<file path="src/rtl/core_pkg.sv">
// Shared core types: fetch FSM encoding and fetch-queue entry layout.
// Entry address fields are core_pkg::XLEN wide; fetch_unit's XLEN must not exceed it.
package core_pkg;

  localparam int unsigned XLEN = 32;

  typedef enum logic [1:0] {
    FS_BOOT,
    FS_FETCH,
    FS_DRAIN
  } fetch_state_e;

  typedef struct packed {
    logic [31:0]   instr;
    logic [XLEN-1:0] pc;
    logic          pred_taken;
    logic [XLEN-1:0] pred_target;
    logic          filled;
  } fq_entry_t;

endpackage

</file>
<file path="src/rtl/fetch_unit.sv">
// Instruction fetch: PC generation with same-cycle branch prediction, in-order
// imem requests, and a fetch queue that reserves slots at request time.
module fetch_unit
  import core_pkg::*;
#(
  parameter int unsigned     XLEN     = core_pkg::XLEN,
  parameter int unsigned     FQ_DEPTH = 4,
  parameter logic [XLEN-1:0] RESET_PC = '0
) (
  input  logic            clk,
  input  logic            reset_n,
  output logic            imem_req_valid,
  output logic [XLEN-1:0] imem_req_addr,
  input  logic            imem_req_ready,
  input  logic            imem_resp_valid,
  input  logic [31:0]     imem_resp_data,
  output logic            predict_req,
  output logic [XLEN-1:0] predict_pc,
  input  logic            predict_taken,
  input  logic [XLEN-1:0] predict_target,
  input  logic            predict_valid,
  input  logic            redirect_en,
  input  logic [XLEN-1:0] redirect_pc,
  output logic            fq_valid,
  input  logic            fq_ready,
  output logic [31:0]     fq_instr,
  output logic [XLEN-1:0] fq_pc,
  output logic            fq_pred_taken,
  output logic [XLEN-1:0] fq_pred_target
);

  localparam int unsigned PW = $clog2(FQ_DEPTH);
  localparam int unsigned CW = PW + 1;
  localparam int unsigned EW = core_pkg::XLEN;

  fetch_state_e    state_q, state_d;
  logic [XLEN-1:0] pc_q, pc_d;
  logic [PW-1:0]   rd_ptr_q, rd_ptr_d;
  logic [PW-1:0]   fill_ptr_q, fill_ptr_d;
  logic [PW-1:0]   alloc_ptr_q, alloc_ptr_d;
  logic [CW-1:0]   used_q, used_d;
  logic [CW-1:0]   inflight_q, inflight_d;
  fq_entry_t       slots_q [FQ_DEPTH];
  fq_entry_t       slots_d [FQ_DEPTH];

  logic      req_fire, pred_hit, resp_take, resp_keep, deq_fire;
  fq_entry_t head;

  // used_q counts reserved plus filled slots, so it bounds new requests.
  assign imem_req_valid = (state_q == FS_FETCH) && (used_q < CW'(FQ_DEPTH)) && !redirect_en;
  assign imem_req_addr  = pc_q;
  assign predict_req    = imem_req_valid;
  assign predict_pc     = pc_q;

  assign req_fire  = imem_req_valid && imem_req_ready;
  assign pred_hit  = predict_taken && predict_valid;
  assign resp_take = imem_resp_valid && (inflight_q != '0);
  assign resp_keep = resp_take && (state_q == FS_FETCH) && !redirect_en;

  assign head           = slots_q[rd_ptr_q];
  assign fq_valid       = head.filled;
  assign fq_instr       = head.instr;
  assign fq_pc          = XLEN'(head.pc);
  assign fq_pred_taken  = head.pred_taken;
  assign fq_pred_target = XLEN'(head.pred_target);
  assign deq_fire       = fq_valid && fq_ready;

  always_comb begin
    state_d     = state_q;
    pc_d        = pc_q;
    rd_ptr_d    = rd_ptr_q;
    fill_ptr_d  = fill_ptr_q;
    alloc_ptr_d = alloc_ptr_q;
    used_d      = used_q;
    slots_d     = slots_q;
    inflight_d  = inflight_q + CW'(req_fire) - CW'(resp_take);

    if (redirect_en) begin
      pc_d        = redirect_pc;
      slots_d     = '{default: '0};
      rd_ptr_d    = '0;
      fill_ptr_d  = '0;
      alloc_ptr_d = '0;
      used_d      = '0;
      state_d     = ((state_q == FS_DRAIN) || (inflight_d != '0)) ? FS_DRAIN : FS_FETCH;
    end else begin
      // Dequeue, fill and reserve always touch distinct slots.
      if (deq_fire) begin
        slots_d[rd_ptr_q].filled = 1'b0;
        rd_ptr_d = rd_ptr_q + PW'(1);
      end
      if (resp_keep) begin
        slots_d[fill_ptr_q].instr  = imem_resp_data;
        slots_d[fill_ptr_q].filled = 1'b1;
        fill_ptr_d = fill_ptr_q + PW'(1);
      end
      if (req_fire) begin
        slots_d[alloc_ptr_q].instr       = '0;
        slots_d[alloc_ptr_q].pc          = EW'(pc_q);
        slots_d[alloc_ptr_q].pred_taken  = pred_hit;
        slots_d[alloc_ptr_q].pred_target = EW'(predict_target);
        slots_d[alloc_ptr_q].filled      = 1'b0;
        alloc_ptr_d = alloc_ptr_q + PW'(1);
        pc_d = pred_hit ? predict_target : pc_q + XLEN'(4);
      end
      used_d = used_q + CW'(req_fire) - CW'(deq_fire);

      unique case (state_q)
        FS_BOOT:  state_d = FS_FETCH;
        FS_FETCH: state_d = FS_FETCH;
        FS_DRAIN: state_d = (inflight_d == '0) ? FS_FETCH : FS_DRAIN;
        default:  state_d = FS_BOOT;
      endcase
    end
  end

  always_ff @(posedge clk or negedge reset_n) begin
    if (!reset_n) begin
      state_q     <= FS_BOOT;
      pc_q        <= RESET_PC;
      rd_ptr_q    <= '0;
      fill_ptr_q  <= '0;
      alloc_ptr_q <= '0;
      used_q      <= '0;
      inflight_q  <= '0;
      slots_q     <= '{default: '0};
    end else begin
      state_q     <= state_d;
      pc_q        <= pc_d;
      rd_ptr_q    <= rd_ptr_d;
      fill_ptr_q  <= fill_ptr_d;
      alloc_ptr_q <= alloc_ptr_d;
      used_q      <= used_d;
      inflight_q  <= inflight_d;
      slots_q     <= slots_d;
    end
  end

`ifndef SYNTHESIS
  always_ff @(posedge clk) begin
    if (reset_n && imem_resp_valid && (inflight_q == '0))
      $error("fetch_unit: imem response with no request in flight");
  end
`endif

endmodule

</file>
<file path="config.mk">
export PLATFORM = sky130hd
export DESIGN_NAME = fetch_unit
export DESIGN_NICKNAME = d
export VERILOG_FILES = /design/src/rtl/core_pkg.sv /design/src/rtl/fetch_unit.sv
export SDC_FILE = /design/constraint.sdc
export NUM_CORES = 1
export LEC_CHECK = 0
export ABC_AREA = 1
export BUFFER_PORTS_ARGS = -buffer_cell sky130_fd_sc_hd__buf_2
export CORE_ASPECT_RATIO = 2
export CORE_MARGIN = 4
export CORE_UTILIZATION = 55
export CTS_BUF_LIST = sky130_fd_sc_hd__clkbuf_8
export DETAILED_ROUTE_END_ITERATION = 16
export GPL_TIMING_DRIVEN = 0
export PLACE_DENSITY = 0.78
export SLEW_MARGIN = 20
export SYNTH_ARGS = -nofsm -noshare
export SYNTH_HDL_FRONTEND = slang
export SYNTH_SLANG_ARGS = --single-unit
</file>
<file path="constraint.sdc">
create_clock -name clk -period 5.6 [get_ports clk]
set_input_delay 0.84 -clock clk [delete_from_list [all_inputs] [get_ports clk]]
set_output_delay 0.84 -clock clk [all_outputs]
set_load 0.005 [all_outputs]
</file>
### Word-level counts from Yosys, hierarchy flattened

Cells that the tools add are included.

| storage, ports and cells | value |
|---|---|
| register bits | 438 |
| bits of input ports | 104 |
| latch bits | 0 |
| memory bits (read-only) | 0 |
| memories kept | 0 |
| memory bits (writable) | 0 |
| output and inout bits | 164 |

| cells by class | value |
|---|---|
| divide/modulo/power cells | 0 |
| add/subtract/negate cells | 8 |
| bitwise operators | 3 |
| reductions and logical operators | 21 |
| eq/ne operators | 2 |
| multiply operators | 0 |
| shifts and indexed selects | 0 |
| magnitude comparators | 7 |
| muxes and demuxes | 47 |

Operator list:

| cell | number |
|---|---|
| 392-bit bitwise mux | 8 |
| 392-bit 2-to-1 mux | 6 |
| 98-bit demux with 2-bit select | 8 |
| 98-bit 2-to-1 mux | 4 |
| 98-bit binary-select mux with 2-bit select | 1 |
| 32-bit 2-to-1 mux | 3 |
| 66-bit 2-to-1 mux | 1 |
| 34-bit 2-to-1 mux | 1 |
| 33-bit 2-to-1 mux | 1 |
| 32-bit by 3-bit adder with 32-bit output, second input constant | 1 |
| 2-bit 2-to-1 mux | 9 |
| 1-bit logical AND | 11 |
| 3-bit greater-or-equal comparator, second input constant | 3 |
| 3-bit by 1-bit < comparator with 1-bit output, second input constant | 3 |
| 2-bit NOT with 3-bit output | 3 |
| 2-bit by 1-bit adder with 2-bit output, second input constant | 3 |
| 3-bit by 1-bit adder with 3-bit output | 2 |
| 2-bit nonzero test | 3 |
| 3-bit nonzero test | 2 |
| 3-bit by 1-bit subtractor with 3-bit output | 2 |
| 2-bit one-hot mux with 2 select lines | 1 |
| 3-bit logical NOT | 1 |
| 3-bit < comparator, second input constant | 1 |
| 1-bit 2-to-1 mux | 3 |
| 7 further kinds | 7 |

### Depth between registers and ports, before layout

Gate-level depths: netlist of run 1.

| logic depth | value |
|---|---|
| word-level depth | 19 |
| depth in mapped cells | 15 |
| mapped depth without buffers | 15 |

### Worst setup path after synthesis of run 1

Ideal clock, no wire load.

| timing | value |
|---|---|
| path type | in2reg |
| start point | input port redirect_en |
| end point | register state_q[1] |
| stages | 14 |
| arrival | 2.751 ns |
| slack | 2.721 ns |
| path buffers | 0 |
| library setup time | 0.128 ns |
| cells stage by stage | inv_2 -> nand3_2 -> nor2_4 -> nand2_4 -> ha_1 -> inv_1 -> ha_1 -> fa_1 -> xor2_1 -> xor2_1 -> inv_1 -> nand2_1 -> o21ai_0 -> nand2_1 |

| on the way | value |
|---|---|
| longest elaborated chain between the ends | 9 |
| elaborated cells between the ends (all ways) | 12 |

Ends and longest elaborated chain:

| item | line | source |
|---|---|---|
| start, declared | fetch_unit.sv:22 | `input logic redirect_en,` |
| 1-bit logical NOT * | fetch_unit.sv:50 | `assign imem_req_valid = (state_q == FS_FETCH) && (used_q < CW'(FQ_DEPTH)) && !redirect_en;` |
| 1-bit logical AND * | fetch_unit.sv:50 |  |
| named net imem_req_valid | fetch_unit.sv:12 | `output logic imem_req_valid,` |
| 1-bit logical AND * | fetch_unit.sv:55 | `assign req_fire = imem_req_valid && imem_req_ready;` |
| 3-bit by 1-bit adder with 3-bit output * | fetch_unit.sv:76 | `inflight_d = inflight_q + CW'(req_fire) - CW'(resp_take);` |
| 3-bit by 1-bit subtractor with 3-bit output * | fetch_unit.sv:76 |  |
| named net inflight_d[2] | fetch_unit.sv:42 | `logic [CW-1:0] inflight_q, inflight_d;` |
| 3-bit logical NOT / 3-bit nonzero test (equally long branches) | fetch_unit.sv:111, fetch_unit.sv:85 |  |
| 2-bit 2-to-1 mux / 1-bit logical OR (equally long branches) | fetch_unit.sv:111, fetch_unit.sv:85 |  |
| 2-bit one-hot mux with 2 select lines / 2-bit 2-to-1 mux (equally long branches) | fetch_unit.sv:108, fetch_unit.sv:85 |  |
| 2-bit 2-to-1 mux * | fetch_unit.sv:78 | `if (redirect_en) begin` |
| named net state_d[1] | fetch_unit.sv:36 | `fetch_state_e state_q, state_d;` |
| end signal, assigned | fetch_unit.sv:128 | `state_q <= state_d;` |
| end, declared | fetch_unit.sv:36 |  |

The timed path passes the listed nets; every way through them passes the cells marked *.
A chain may end at the register's enable or synchronous reset.

### Final worst setup path of run 1

| timing | value |
|---|---|
| start point | register rd_ptr_q[0] |
| end point | output port fq_pred_target[17] |

| on the way | value |
|---|---|
| longest elaborated chain between the ends | 4 |

Ends and longest elaborated chain:

| item | line | source |
|---|---|---|
| start, declared | fetch_unit.sv:38 | `logic [PW-1:0] rd_ptr_q, rd_ptr_d;` |
| start signal, assigned | fetch_unit.sv:130 | `rd_ptr_q <= rd_ptr_d;` |
| 2-bit NOT with 3-bit output (implied by the code) | fetch_unit.sv:60 | `assign head = slots_q[rd_ptr_q];` |
| 98-bit binary-select mux with 2-bit select | fetch_unit.sv:60 |  |
| 98-bit 2-to-1 mux (implied by the code) (2 in a row) | fetch_unit.sv:60 |  |
| end, declared | fetch_unit.sv:29 | `output logic [XLEN-1:0] fq_pred_target` |

No other way between the ends. The select of a mux whose other input is x is not followed.

==> results of run 1 <==
==> sequential cells by signal (all words and copies together) (netlist names) <==
signal,count
used_q,3
alloc_ptr_q,2
imem_req_addr,32
state_q,2
slots_q,392
inflight_q,3
rd_ptr_q,2
fill_ptr_q,2
==> final timing paths <==
check	from	end	slack [ns]
worst max-delay path	rd_ptr_q[0]	fq_pred_target[17]	1.17
worst min-delay path	reset_n	imem_req_addr[25]	0.08
worst max register to register	rd_ptr_q[1]	used_q[2]	2.40
worst min register to register	slots_q[218]	slots_q[218]	0.48
max in group asynchronous	reset_n	imem_req_addr[0]	3.92
min in group clk	redirect_pc[1]	imem_req_addr[1]	0.36
==> stage by stage <==
stage | hold WS, ns | utilization (%) | setup TNS, ns
3_3_place_gp | 0.4603 | 60.97 | -2131.95
5_1_grt | 0.1276 | 64.62 | 0
3_5_place_dp | 0.4675 | 61.35 | 0
6_report | 0.07667 | 64.62 | 0
2_1_floorplan | 0.4478 | - | 0
4_1_cts | 0.1189 | 64.62 | 0
==> routing by layer <==
metal,vias up,track usage [%],share of wire [%]
li1,9510,-,-
met1,10390,43.16,30
met2,1633,72.11,48
met3,587,8.227,9.2
met4,0,42.87,13
met5,-,0,0
==> power groups by stage <==
stage | clock network (mW) | logic [mW] | registers (mW)
final | 2.65 | 1.75 | 3.47
after detailed placement | 0 | 1.69 | 3.52
after CTS | 2.61 | 1.70 | 3.47
after floorplan | 0 | 0.891 | 3.48
after global routing | 2.75 | 1.87 | 3.49
after global placement | 0 | 1.65 | 3.52
==> placed cells by master (no fill, tap or decap), types with 2 or more instances in the layout <==
master      netlist  final
buf_2            28    294
o211ai_1          7      7
o21ai_0         523    523
o22ai_1          99     99
buf_6             6      6
o21ai_1          98     98
a21oi_1          12     12
a22o_1            3      3
clkinv_2          0      8
buf_16            0      5
clkbuf_2         12     12
buf_1             6      6
buf_4            37     37
nand2_1         496    496
inv_2             7      7
fa_1              2      2
nand3_1          30     30
o221ai_1          2      2
clkinv_1          2      2
or2_2           128    128
o21bai_1          4      4
dfrtp_1         438    438
clkbuf_8          0     79
ha_1             17     17
xor2_1            9      9
inv_1           241    259
clkinvlp_4        0      3
clkbuf_1        119    119
nor2_1          427    427
==> layout make-up <==
cell class	count	area [µm²]
Fill cell	3504	13730
Sequential cell	438	10960
Multi-Input combinational cell	1866	8747
Timing Repair Buffer	272	1484
Clock buffer	79	1087
Buffer	208	1015
Inverter	251	944.7
Tap cell	520	650.6
Clock inverter	32	180.2
Antenna cell	1	2.502
==> logic make-up after synthesis <==
group,synth area share [%]
XOR/XNOR,0.4043
buffers and inverters,9.043
AND/OR/NAND/NOR,20.65
adder cells (fa/ha/maj),1.166
flip-flops,50.59
AO/OA/AOI/OAI,18.15
==> results.cfg, run 1 <==
[timing]
fmax_mhz = 225.7
setup_viol = 0
finalHoldViolCount = 0
fin_crit_ns = 4.431
finClkSkew_ns = 0.03048
min_period_over_period_pct = 79.12
fin_ws_ns = 1.169
tightest_slew_ns = 1.268
rsz0062_at_grt = false
slew_violations = 0
max-slew-margin-rel_pct = 15.46

[cts]
htreeDepth = 2
clockBufferDepth = 3
cts_setup_buffers = 0
postCtsHoldBufs = 0
clk_latency_ns = 0.73
cts_tree = done
cts_resized = 0
cts.clk_slew.worst_paths_ns = 0.07
clockRootBuffer = clkbuf_8
cts_buffers = 61
clock-sinks = 438

[placed_design]
io_buffers = 267
placedInstanceArea_um2 = 23800
gp_congestion = 1.053
post-place-ws_ns = 2.022
placed_cells = 3555
dp_hpwl_um = 68070

[detailed_routing]
drtAntennaViolNets = 0
drcViolationCount = 0
dr.pass1.iters = 8
wl_um = 93250
viasPerCell = 6.031
num_vias = 22120
wl_per_cell_um = 25.43
drtIter0Drc = 2405

[power_and_ir_drop]
p_total_mw = 7.865
p_int_mw = 5.204
swShare_pct = 33.84
power_frac_seq_pct = 44.2
pwr-share-clk_pct = 33.6
pwr-share-comb_pct = 22.2
leakagePower_nw = 13.00
power.switching_mw = 2.661
power_density_nw_per_um2 = 313.7
max-vdd-ir-drop_uv = 213.6

[floorplan]
start_util_pct = 55.85
fp.dieH_um = 288.7
io_pins = 268
coreArea_um2 = 38800
row_count = 102
fp.dieArea_um2 = 42830
die_w_um = 148.3

[synth]
ys_seq_area_share_pct = 50.59
synthTopCellsByCount = o21ai_0 (523), nand2_1 (496), dfrtp_1 (438), nor2_1 (427), inv_1 (241)
netlist_area_um2 = 21670
yosysMostFrequentCell = o21ai_0
avgSynthCellArea_um2 = 7.842
ys_types = 35
synth-edff-count = 0
synth_area_leaders = dfrtp_1 (51%), o21ai_0 (12%), nand2_1 (8.6%)
ys.warnings.count = 0
syn_nets = 2886
synthArstFlopShare_pct = 100.0
synthCells = 2763
synth_top_area_share_pct = 50.59
synth_top_area_cell = dfrtp_1
synth_seq_cells = 438
synth_ff_type = dfrtp_1

[status]
status = completed

[critical_path]
cp_top_family = buffers and inverters
reg2regPathDepth = 14
critPathArrivalTime_ns = 3.59
endpoint_kind = primary output
cp.depth = 7
crit_buf_inv = 5
cp_max_fo = 10
startpoint_type = register
cp_cell_sequence = buf_2 > clkinv_1 > clkbuf_1 > buf_2 > nor2_1 > o22ai_1 > buf_2
slowest_delay_ns = 0.52
cpMostUsedCell = buf_2
crit_type = register to primary output
slowest_stage = nor2_1
critPathRequiredTime_ns = 4.76

[job]
max_cap_violations = 0

[global_route]
first_global_vias = 22100
grt_first_pass_wirelength_um = 135000
overflow = 0
grt_max_degree = 101
antenna_found_initial = 1
track_usage_pct = 42.90

[finish]
syn2layout_area_growth_pct = 15.71
drive_above_1_share_pct = 18.75
fin_nets = 3221
fin_cells = 3667
stdcell_area_um2 = 25070

[worst_hold_path]
hp-class = input pin to asynchronous set/reset pin
Power figures use the tool's default switching activity.
==> run 2: changes to the inputs <==
--- a/config.mk
+++ b/config.mk
@@ -13,7 +13,7 @@
 export CTS_BUF_LIST = sky130_fd_sc_hd__clkbuf_8
 export DETAILED_ROUTE_END_ITERATION = 16
 export GPL_TIMING_DRIVEN = 0
-export PLACE_DENSITY = 0.78
+export PLACE_DENSITY = 0.81
 export SLEW_MARGIN = 20
 export SYNTH_ARGS = -nofsm -noshare
 export SYNTH_HDL_FRONTEND = slang
==> constraint.sdc (replaced) <==
create_clock -name clk -period 4 [get_ports clk]
set_input_delay 0.6 -clock clk [delete_from_list [all_inputs] [get_ports clk]]
set_output_delay 0.6 -clock clk [all_outputs]
set_load 0.005 [all_outputs]
==> results.cfg, run 2 (same netlist as run 1, synthesis figures left out) <==
[placed_design]
post-place-ws_ns = 0.7751
placedInstanceArea_um2 = 23770
dp_hpwl_um = 69440
io_buffers = 267
gp_congestion = 1.032

[critical_path]
startpoint_type = register
cp_max_fo = 10
endpoint_kind = primary output
setup.worst_path.start = rd_ptr_q[0]
rrSetupSlack_ns = 0.86
reg2reg_from = rd_ptr_q[1]
critPathRequiredTime_ns = 3.40
critPathArrivalTime_ns = 3.39
crit_type = register to primary output

[timing]
setup_viol = 0
holdWs_ns = -0.01200
rsz0062_at_grt = false
finalHoldViolCount = 4
fin_crit_ns = 3.993
max-slew-margin-rel_pct = 18.45
fmax_mhz = 250.4
finClkSkew_ns = 0.02520
tightest_slew_ns = 1.223
min_period_over_period_pct = 99.82
slew_violations = 0
fin_ws_ns = 0.007163

[global_route]
track_usage_pct = 44.41
first_global_vias = 22700
antenna_found_initial = 3
overflow = 0
grt_max_degree = 103
grt_first_pass_wirelength_um = 139100

[detailed_routing]
wl_per_cell_um = 25.83
viasPerCell = 6.036
dr.pass1.iters = 6
drtAntennaViolNets = 0
wl_um = 95010
drtIter0Drc = 2524
num_vias = 22200
drcViolationCount = 0

[floorplan]
start_util_pct = 55.85
coreArea_um2 = 38800
fp.dieArea_um2 = 42830
fp.dieH_um = 288.7
io_pins = 268
die_w_um = 148.3
row_count = 102

[cts]
clock-sinks = 438
clockRootBuffer = clkbuf_8
htreeDepth = 3
cts.clk_slew.worst_paths_ns = 0.07
clockBufferDepth = 3
cts_buffers = 66
cts_setup_buffers = 0
cts_tree = done
clk_latency_ns = 0.65

[finish]
largest_reg_flops = 392
post-route-util_pct = 65.00
drive_above_1_share_pct = 19.06
stdcell_area_um2 = 25220
n_fill_cell = 3536
top_register = slots_q
syn2layout_area_growth_pct = 16.38
layout_commonest_cell = o21ai_0
mostFrequentLayoutCells = o21ai_0 (523), nand2_1 (496), dfrtp_1 (438)
fin_nets = 3225

[power_and_ir_drop]
p_total_mw = 11.34
leakagePower_nw = 13.07
max-vdd-ir-drop_uv = 341.1
power_density_nw_per_um2 = 449.8

[worst_hold_path]
hp-class = input pin to asynchronous set/reset pin

[job]
max_cap_violations = 0

[status]
violations = hold timing
status = complete, but fails checks
==> run 2: stage by stage <==
| step | cells | hold WS, ns | TNS (ns) |
|---|---|---|---|
| after floorplan | 2763 | 0.3044 | 0 |
| after global placement | 3550 | 0.4596 | -2749.62 |
| after detailed placement | 3554 | 0.4682 | 0 |
| after CTS | 3674 | 0.008550 | 0 |
| after global routing | 3677 | 0.03829 | 0 |
| final | 3678 | -0.01200 | 0 |
==> run 2: final timing paths <==
check,end,cells past startpoint
worst max-delay path,fq_pc[31],7
worst min-delay path,slots_q[334],1
worst max register to register,used_q[2],14
worst min register to register,slots_q[119],2
max in group asynchronous,slots_q[318],4
min in group clk,imem_req_addr[0],3
==> run 2: timing repair <==
action,in CTS,in global routing
setup endpoints to repair,0,3
hold buffers,0,0
resized for setup,0,4
==> run 2: power by group <==
group	leakage, nW	internal, mW	switching (mW)
clock network	0.787	2.13	1.88
logic	6.24	0.813	1.64
registers	6.04	4.63	0.238
total	13.1	7.58	3.76
==> run 2: critical path: stages (launching register included) <==
cell and delay (ns):
dfrtp_1 0.41, buf_2 0.21, clkinv_1 0.25, clkbuf_1 0.64, clkbuf_1 0.58, nor2_1 0.08, o22ai_1 0.37, buf_2 0.20
==> run 2: final cells by class <==
class	instances	area (µm²)	area share [%]
Clock buffer	86	1184	4.694
Multi-Input combinational cell	1866	8747	34.69
Antenna cell	4	10.01	0.03969
Clock inverter	34	244.0	0.9675
Buffer	208	1020	4.044
Timing Repair Buffer	271	1456	5.776
Tap cell	520	650.6	2.580
Inverter	251	944.7	3.746
Sequential cell	438	10960	43.47
==> run 2: layer usage <==
metal | GRT usage [%] | share of wire [%]
met2 | 73.92 | 48
met3 | 9.217 | 9.3
met4 | 45.83 | 13
met1 | 44.24 | 30
met5 | 0 | 0
